**src/rtl/fifo_pkg.sv**
```systemverilog
// =============================================================================
// Module : fifo_pkg
// Desc   : Shared operation encoding and sizing helpers for the flagged FIFO.
// Rev    : 1.0  initial release
// =============================================================================
`default_nettype none

package fifo_pkg;

    // Bit 1 = read accepted, bit 0 = write accepted
    typedef enum logic [1:0] {
        OP_IDLE = 2'd0,
        OP_PUSH = 2'd1,
        OP_POP  = 2'd2,
        OP_BOTH = 2'd3
    } fifo_op_e;

    localparam int c_default_ae_level = 2;

    // Level must be able to hold 0..DEPTH inclusive
    function automatic int level_width(input int addr_w);
        return addr_w + 1;
    endfunction

    function automatic int fifo_depth(input int addr_w);
        return 1 << addr_w;
    endfunction

endpackage

`default_nettype wire

```
**src/rtl/fifo_regfile.sv**
```systemverilog
// =============================================================================
// Module : fifo_regfile
// Desc   : DATA_W x 2**ADDR_W storage, synchronous write, asynchronous read.
// Rev    : 1.0  initial release
// =============================================================================
`default_nettype none

module fifo_regfile #(
    parameter int DATA_W = 8,
    parameter int ADDR_W = 4
) (
    input  logic              clk,
    input  logic              i_we,
    input  logic [ADDR_W-1:0] i_waddr,
    input  logic [DATA_W-1:0] i_wdata,
    input  logic [ADDR_W-1:0] i_raddr,
    output logic [DATA_W-1:0] o_rdata
);

    logic [DATA_W-1:0] r_mem [2**ADDR_W];

    // Contents are deliberately not reset
    always_ff @(posedge clk) begin
        if (i_we) begin
            r_mem[i_waddr] <= i_wdata;
        end
    end

    assign o_rdata = r_mem[i_raddr];

endmodule

`default_nettype wire

```
**src/rtl/fifo_flags.sv**
```systemverilog
// =============================================================================
// Module : fifo_flags
// Desc   : Show-ahead FIFO with registered level, full/empty and threshold flags.
//          Define FIFO_FLAGS_ERR_EN to add sticky overflow/underflow flags.
// Rev    : 1.0  initial release
// =============================================================================
`default_nettype none

module fifo_flags
    import fifo_pkg::*;
#(
    parameter  int DATA_W   = 8,
    parameter  int ADDR_W   = 4,
    parameter  int AF_LEVEL = fifo_depth(ADDR_W) - 2,
    parameter  int AE_LEVEL = c_default_ae_level,
    localparam int LEVEL_W  = level_width(ADDR_W)
) (
    input  logic               clk,
    input  logic               reset_n,
    input  logic               wr,
    input  logic [DATA_W-1:0]  w_data,
    input  logic               rd,
    output logic [DATA_W-1:0]  r_data,
    output logic               full,
    output logic               empty,
    output logic               almost_full,
    output logic               almost_empty,
    output logic [LEVEL_W-1:0] level
`ifdef FIFO_FLAGS_ERR_EN
    ,
    input  logic               err_clr,
    output logic               overflow,
    output logic               underflow
`endif
);

    localparam logic [LEVEL_W-1:0] c_depth    = LEVEL_W'(fifo_depth(ADDR_W));
    localparam logic [LEVEL_W-1:0] c_af_level = LEVEL_W'(AF_LEVEL);
    localparam logic [LEVEL_W-1:0] c_ae_level = LEVEL_W'(AE_LEVEL);
    localparam logic [LEVEL_W-1:0] c_one      = LEVEL_W'(1);

    logic [ADDR_W-1:0]  r_wr_ptr;
    logic [ADDR_W-1:0]  r_rd_ptr;
    logic [LEVEL_W-1:0] r_level;
    logic               r_full;
    logic               r_empty;
    logic               r_almost_full;
    logic               r_almost_empty;

    logic               w_rd_ok;
    logic               w_wr_ok;
    fifo_op_e           w_op;
    logic [LEVEL_W-1:0] w_level_next;

    // A full FIFO is never empty, so a concurrent read frees the slot being written
    assign w_rd_ok = rd && !r_empty;
    assign w_wr_ok = wr && (!r_full || w_rd_ok);
    assign w_op    = fifo_op_e'({w_rd_ok, w_wr_ok});

    always_comb begin
        w_level_next = r_level;
        case (w_op)
            OP_PUSH: w_level_next = r_level + c_one;
            OP_POP:  w_level_next = r_level - c_one;
            default: w_level_next = r_level;
        endcase
    end

    always_ff @(posedge clk or negedge reset_n) begin
        if (!reset_n) begin
            r_wr_ptr       <= '0;
            r_rd_ptr       <= '0;
            r_level        <= '0;
            r_full         <= 1'b0;
            r_empty        <= 1'b1;
            r_almost_full  <= 1'b0;
            r_almost_empty <= 1'b1;
        end else begin
            if (w_wr_ok) begin
                r_wr_ptr <= r_wr_ptr + ADDR_W'(1);
            end
            if (w_rd_ok) begin
                r_rd_ptr <= r_rd_ptr + ADDR_W'(1);
            end
            r_level        <= w_level_next;
            r_full         <= (w_level_next == c_depth);
            r_empty        <= (w_level_next == '0);
            r_almost_full  <= (w_level_next >= c_af_level);
            r_almost_empty <= (w_level_next <= c_ae_level);
        end
    end

    fifo_regfile #(
        .DATA_W (DATA_W),
        .ADDR_W (ADDR_W)
    ) u_regfile (
        .clk     (clk),
        .i_we    (w_wr_ok),
        .i_waddr (r_wr_ptr),
        .i_wdata (w_data),
        .i_raddr (r_rd_ptr),
        .o_rdata (r_data)
    );

    assign level        = r_level;
    assign full         = r_full;
    assign empty        = r_empty;
    assign almost_full  = r_almost_full;
    assign almost_empty = r_almost_empty;

`ifdef FIFO_FLAGS_ERR_EN
    logic r_overflow;
    logic r_underflow;
    logic w_ovf_set;
    logic w_udf_set;

    assign w_ovf_set = wr && !w_wr_ok;
    assign w_udf_set = rd && r_empty;

    // A new error in the same cycle as err_clr keeps the flag set
    always_ff @(posedge clk or negedge reset_n) begin
        if (!reset_n) begin
            r_overflow  <= 1'b0;
            r_underflow <= 1'b0;
        end else begin
            r_overflow  <= w_ovf_set || (r_overflow  && !err_clr);
            r_underflow <= w_udf_set || (r_underflow && !err_clr);
        end
    end

    assign overflow  = r_overflow;
    assign underflow = r_underflow;
`endif

endmodule

`default_nettype wire

```
**config.mk**
```make
export PLATFORM = sky130hd
export DESIGN_NAME = fifo_flags
export DESIGN_NICKNAME = d
export VERILOG_FILES = /design/src/rtl/fifo_pkg.sv /design/src/rtl/fifo_regfile.sv /design/src/rtl/fifo_flags.sv
export SDC_FILE = /design/constraint.sdc
export NUM_CORES = 1
export LEC_CHECK = 0
export ABC_AREA = 1
export BUFFER_PORTS_ARGS = -buffer_cell sky130_fd_sc_hd__buf_2
export CAP_MARGIN = 15
export CORE_ASPECT_RATIO = 0.75
export CORE_UTILIZATION = 40
export DETAILED_ROUTE_END_ITERATION = 8
export PLACE_DENSITY_LB_ADDON = 0.1
export SLEW_MARGIN = 20
export SYNTH_ARGS = -nofsm -noshare
export SYNTH_HDL_FRONTEND = slang
export SYNTH_SLANG_ARGS = --single-unit
export TNS_END_PERCENT = 1
```
**constraint.sdc**
```tcl
create_clock -name clk -period 2.5 [get_ports clk]
set_input_delay 0.25 -clock clk [delete_from_list [all_inputs] [get_ports clk]]
set_output_delay 0.25 -clock clk [all_outputs]
set_load 0.01 [all_outputs]
```
Word-level counts from Yosys, hierarchy flattened. Memories as Yosys holds them, arrays and structs flattened. Cells that the tools add are included.

Output and inout bits: 17. RAM bits: 128. Memories kept: 1. Register bits: 17.

Equal/unequal tests: 3. Mux-type cells: 3. Reductions and logical operators: 6. Add/sub/neg operators: 4. Order comparisons: 2.

Memories: u_regfile.r_mem (words 16, width 8, rd ports 1, clocked after Yosys merged registers in 0, write ports 1, line fifo_regfile.sv:20) `logic [DATA_W-1:0] r_mem [2**ADDR_W];`.

Operator list (number): case mux 5 bit (2 select lines) (1); adder 4 x 1 -> 4 bit, second input constant (2); adder 5 x 1 -> 5 bit, second input constant (1); == test 5 bit, second input constant (1); >= comparator 5 x 4 -> 1 bit, second input constant (1); less-or-equal comparator 5 x 2 -> 1 bit, second input constant (1); zero test 5 bit (1); subtractor 5 x 1 -> 5 bit, second input constant (1); == test 2 x 1 -> 1 bit, second input constant (1); == test 2 bit, second input constant (1); logical AND 1 bit (2); zero test 1 bit (2); 2-to-1 mux 1 bit (2); logical OR 1 bit (1).

Longest topological paths before layout.
Depth in word-level cells: 7. Gate-level depth with buffers: 19.

Modules after synthesis. Synthesis repeated with hierarchy kept, for this count alone.

Cell total of the unflattened synthesis: 656. Area, all modules: 6578.8 um^2.

Modules (own cells, without submodules): fifo_regfile (sequential area each 3843.7 um^2, cells an instance 543, times used 1, area an instance 5606.6 um^2); fifo_flags (sequential area each 427.9 um^2, cells an instance 113, times used 1, area an instance 972.2 um^2).

Least setup slack after synthesis. OpenSTA, ideal clock, no wires.

Path type: register to register. Start: register r_empty (netlist: empty). End: register r_empty (netlist: empty). Data required time: 2.433 ns. Cell stages (with the launch flop): 16. Slack: 0.338 ns. Period minus slack after synthesis: 2.162 ns. Arrival time: 2.095 ns. Library setup time: 0.067 ns. Cells stage by stage: dfstp_2 -> nor2_2 -> inv_2 -> nand2_1 -> nand2_1 -> ha_1 -> nand2_1 -> inv_2 -> nor2_2 -> ha_1 -> inv_1 -> o21a_1 -> nand2_1 -> nor2_1 -> nand3_1 -> nor2_1.

Longest elaborated chain between the ends: 7. Elaborated cells on any way between the ends: 8. Classes of those cells: eq/ne: 2; mux: 1; reduce/logical: 5.

Ends and longest elaborated chain: start: declaration (line fifo_flags.sv:46) `logic r_empty;`; start signal: assignment (line fifo_flags.sv:87) `r_empty <= (w_level_next == '0);`; zero test 1 bit * (line fifo_flags.sv:56) `assign w_rd_ok = rd && !r_empty;`; logical AND 1 bit * (line fifo_flags.sv:56); named net w_rd_ok (line fifo_flags.sv:50) `logic w_rd_ok;`; logical OR 1 bit (line fifo_flags.sv:57) `assign w_wr_ok = wr && (!r_full || w_rd_ok);`; logical AND 1 bit (line fifo_flags.sv:57); == test 2 bit / == test 2 x 1 -> 1 bit (equally long branches) (line fifo_flags.sv:62) `case (w_op)`; case mux 5 bit (2 select lines) * (line fifo_flags.sv:62); zero test 5 bit * (line fifo_flags.sv:87).

Mark *: on every way through the listed nets, which the timed path passes. The rest lies on a longest branch. A chain may end at the register's enable or synchronous reset.

Worst setup path in the final report.
Start: register r_rd_ptr[0]. End: output port r_data[6].

Longest elaborated chain between the ends: 1.

Ends and longest elaborated chain: start: declaration (line fifo_flags.sv:43) `logic [ADDR_W-1:0] r_rd_ptr;`; start signal: assignment (line fifo_flags.sv:83) `r_rd_ptr <= r_rd_ptr + ADDR_W'(1);`; memory (16 x 8 bit); end: declaration (line fifo_flags.sv:23) `output logic [DATA_W-1:0] r_data,`.

Every way passes these cells.

==> results.md <==
- Mapped Cells: roughly 520
- Antenna Nets Post-Route: 0
- Most frequent cells in the layout: 128 x edfxtp_1, 114 x nor2_1, 49 x nand2_1
- H-tree depth: 4
- Setup crit end: r_data[6]
- Clock Tree Buf Depth: 2
- CTS sink cnt: approximately 150
- Period utilization: ~93%
- Worst Setup Start Kind: register
- Reg2reg setup slack: roughly 270 ps
- R2r startpoint: empty$_DFF_PN1_
- Dpl hpwl: 9038 um
- FMAX: 430.2 MHz
- Fin nets: ~590
- Clk pin slew, worst setup/hold paths: around 60 ps
- Reg2Reg Depth: 16
- Fraction of layout instances using a drive strength above 1: 18.13%
- Die footprint: 15810 um2
- Clock skew: ~5 ps
- Sequential fraction of the synthesis area: a little over two thirds
- Outcome: finished, final reports clean
- Required time of the worst setup path: between 2000 and 2500 ps
- Vias in the first global route: 3820
- GRT Util Overall: roughly a fifth
- #FFs+latches synth: roughly 150
- Core Area: between 10000 and 15000 um2
- GRT overflow: 0
- Die span in y: around 110 um
- Most common cell after layout, fill and taps aside: edfxtp_1
- Reg-to-reg endpoint: empty$_DFF_PN1_
- Fin cells: ~780
- VDD IR max: ~0.00060 V
- Final setup violation count: 0
- Worst slew margin: approximately three quarters
- Most frequent cell on the critical path: nor2_1
- Vias: 3961
- Slowest stage cell, crit path: dfrtp_2
- DR WL/cell: 18.51 um
- Worst skew pair latency: 420 ps
- Max_cap viols: 0
- Synth unique cells: 28
- Die Width: 144.8 um
- Crit. End Element: output port
- Worst Setup SP: r_rd_ptr[0]$_DFFE_PN0P_
- First DRT Iteration DRCs: roughly 320
- CP Cell Sequence: inv_6 > buf_4 > nor2_1 > nor2_1 > o21ai_1 > o211ai_1 > nand3_1 > nand2_1 > buf_2
- Actual slew at the worst max-slew pin: ~390 ps
- CTS tree: done
- Crit path time final: 2325 ps
- Setup_tns: 0 ps
- Crit path largest cell delay: 450 ps
- Synth warn: 0
- Io pins: 29
- RSZ-0062 raised after global routing: no
- CP Depth: 9
- Starting Density: between 40% and 50%
- First-pass GRT wire length: 22420 um
- Vias per cell: roughly 5.1
- Synthesized area: between 6000 and 7000 um2
- Drt drc: 0
- Area growth, synth to finish: 18.09%
- Endpoints failing hold: 0
- Largest net degree at the start of global routing: 68
- Crit-path leading delay family: buffers and inverters
- Number of CTS-inserted buffers: 17
- Slew Viols, Final: 0
- Syn avg cell area: ~12 um2
- CP bufs+invs: 3
- Drt total wl: about 14000 um
- Cells after DPL: between 700 and 800
- Setup Buffers After CTS: 0
- Clock Root Buffer: clkbuf_16
- CP Class: register to output port
- TritonRoute pass-1 iters: 5
- Syn_nets: roughly 540
- Crit path arrival time: between 2000 and 2500 ps
- Worst hold path type: primary input to register
- Total Power: ~9.1 mW
- Number of diodes: 0
- Initial antenna violation count: 1
- Global placement routability congestion: between 0.8 and 0.9
- PD cells: between 1000 and 1500 nW/um2
- # port buffers: 28
- Crit Path Max Fanout: 20
- Leak: about 2.7 nW
- Site Rows: 38
-- timing repair --
item | 4_1_cts | 5_1_grt
gates resized for setup | 0 | 2
hold buffers | 1 | 0
endpoints found under the hold margin | 15 | 0
setup endpoints to repair | 0 | 2
-- stage by stage --
stage                     setup WS (ps)  cell area, um2  util (%)  hold WS, ps
after floorplan                   338.0            6121         -       -45.59
after global placement            367.4            6613     45.01        186.8
after detailed placement          293.9            6613     45.01        197.7
after CTS                         60.98            7222     49.16        215.8
after global routing              8.588            7228     49.20        231.7
final                             175.5            7228     49.20        227.1
-- registers in the layout, indices dropped and copies added (netlist names) --
| name | cells |
|---|---|
| almost_empty | 1 |
| r_wr_ptr | 4 |
| almost_full | 1 |
| level | 5 |
| full | 1 |
| r_rd_ptr | 4 |
| empty | 1 |
| u_regfile.r_mem | 128 |
-- report_power, final --
group | internal [mW] | switching (mW)
clock network | 1.65 | 0.953
logic | 1.10 | 2.19
registers | 3.01 | 0.177
-- layer usage --
| metal | GRT usage (%) | share of wire, % | vias to the layer above |
|---|---|---|---|
| met4 | 8.120 | 0.98 | 0 |
| met1 | 30.49 | 50 | 1952 |
| li1 | - | - | 1919 |
| met2 | 28.47 | 44 | 76 |
| met3 | 4.260 | 5.3 | 14 |
| met5 | 0 | 0 | - |
-- how the worst min path moves through the flow --
stage,to,depth (start not counted),startpoint
floorplan,almost_full$_DFF_PN0_,0,reset_n
global placement,r_wr_ptr[1]$_DFFE_PN0P_,1,reset_n
detailed placement,r_wr_ptr[1]$_DFFE_PN0P_,1,reset_n
CTS,r_rd_ptr[1]$_DFFE_PN0P_,6,rd
global route,u_regfile.r_mem[11][4]$_DFFE_PP_,1,w_data[4]
finish,r_rd_ptr[1]$_DFFE_PN0P_,6,rd
-- synthesized netlist by cell type --
master | number | area, um2
o21ai_1 | 31 | 155.2
o211ai_1 | 28 | 210.2
buf_6 | 4 | 45.04
nand2_1 | 49 | 183.9
o21a_1 | 1 | 7.510
o211ai_2 | 4 | 50.05
ha_1 | 9 | 112.6
nor2_2 | 4 | 25.02
nand4_1 | 2 | 12.51
buf_4 | 1 | 7.510
clkbuf_1 | 9 | 33.78
clkinv_1 | 2 | 7.510
or2_2 | 2 | 12.51
buf_2 | 10 | 50.05
dfstp_2 | 2 | 52.55
dfrtp_1 | 15 | 375.4
nand3_2 | 1 | 10.01
xnor2_1 | 1 | 8.760
xor2_1 | 7 | 61.31
o21ai_0 | 43 | 215.2
nand3_1 | 18 | 90.09
edfxtp_1 | 128 | 3844
inv_1 | 19 | 71.32
inv_2 | 6 | 22.52
nor2_1 | 114 | 427.9
inv_4 | 1 | 6.260
o21bai_1 | 1 | 7.510
a21oi_1 | 3 | 15.01
-- tightest hold or removal path, cell delays in order --
cell and delay, ps:
buf_2 90, inv_1 60, nor2_2 40, inv_2 40
nand2_1 40, nand2_1 70
-- cell families (layout without fill, tap and decap cells) --
| family | after synthesis | in the layout | synth area share (%) |
|---|---|---|---|
| simple gates | 190 | 190 | 12.45 |
| flops | 145 | 145 | 69.79 |
| compound gates | 111 | 111 | 10.79 |
| buf+inv | 52 | 116 | 3.986 |
| fa+ha+maj | 9 | 9 | 1.840 |
| xor+xnor | 8 | 8 | 1.145 |
-- layout make-up --
class                   count  area [um2]
multi-input cells         318        1605
clock inverters            12       166.4
clock buffers              19       432.9
fillers                  1322        7463
inverters                  28       110.1
flip-flops and latches    145        4274
repair buffers             57       389.1
well taps                 200       250.2
Note: power is estimated with default switching activity, not from simulation.
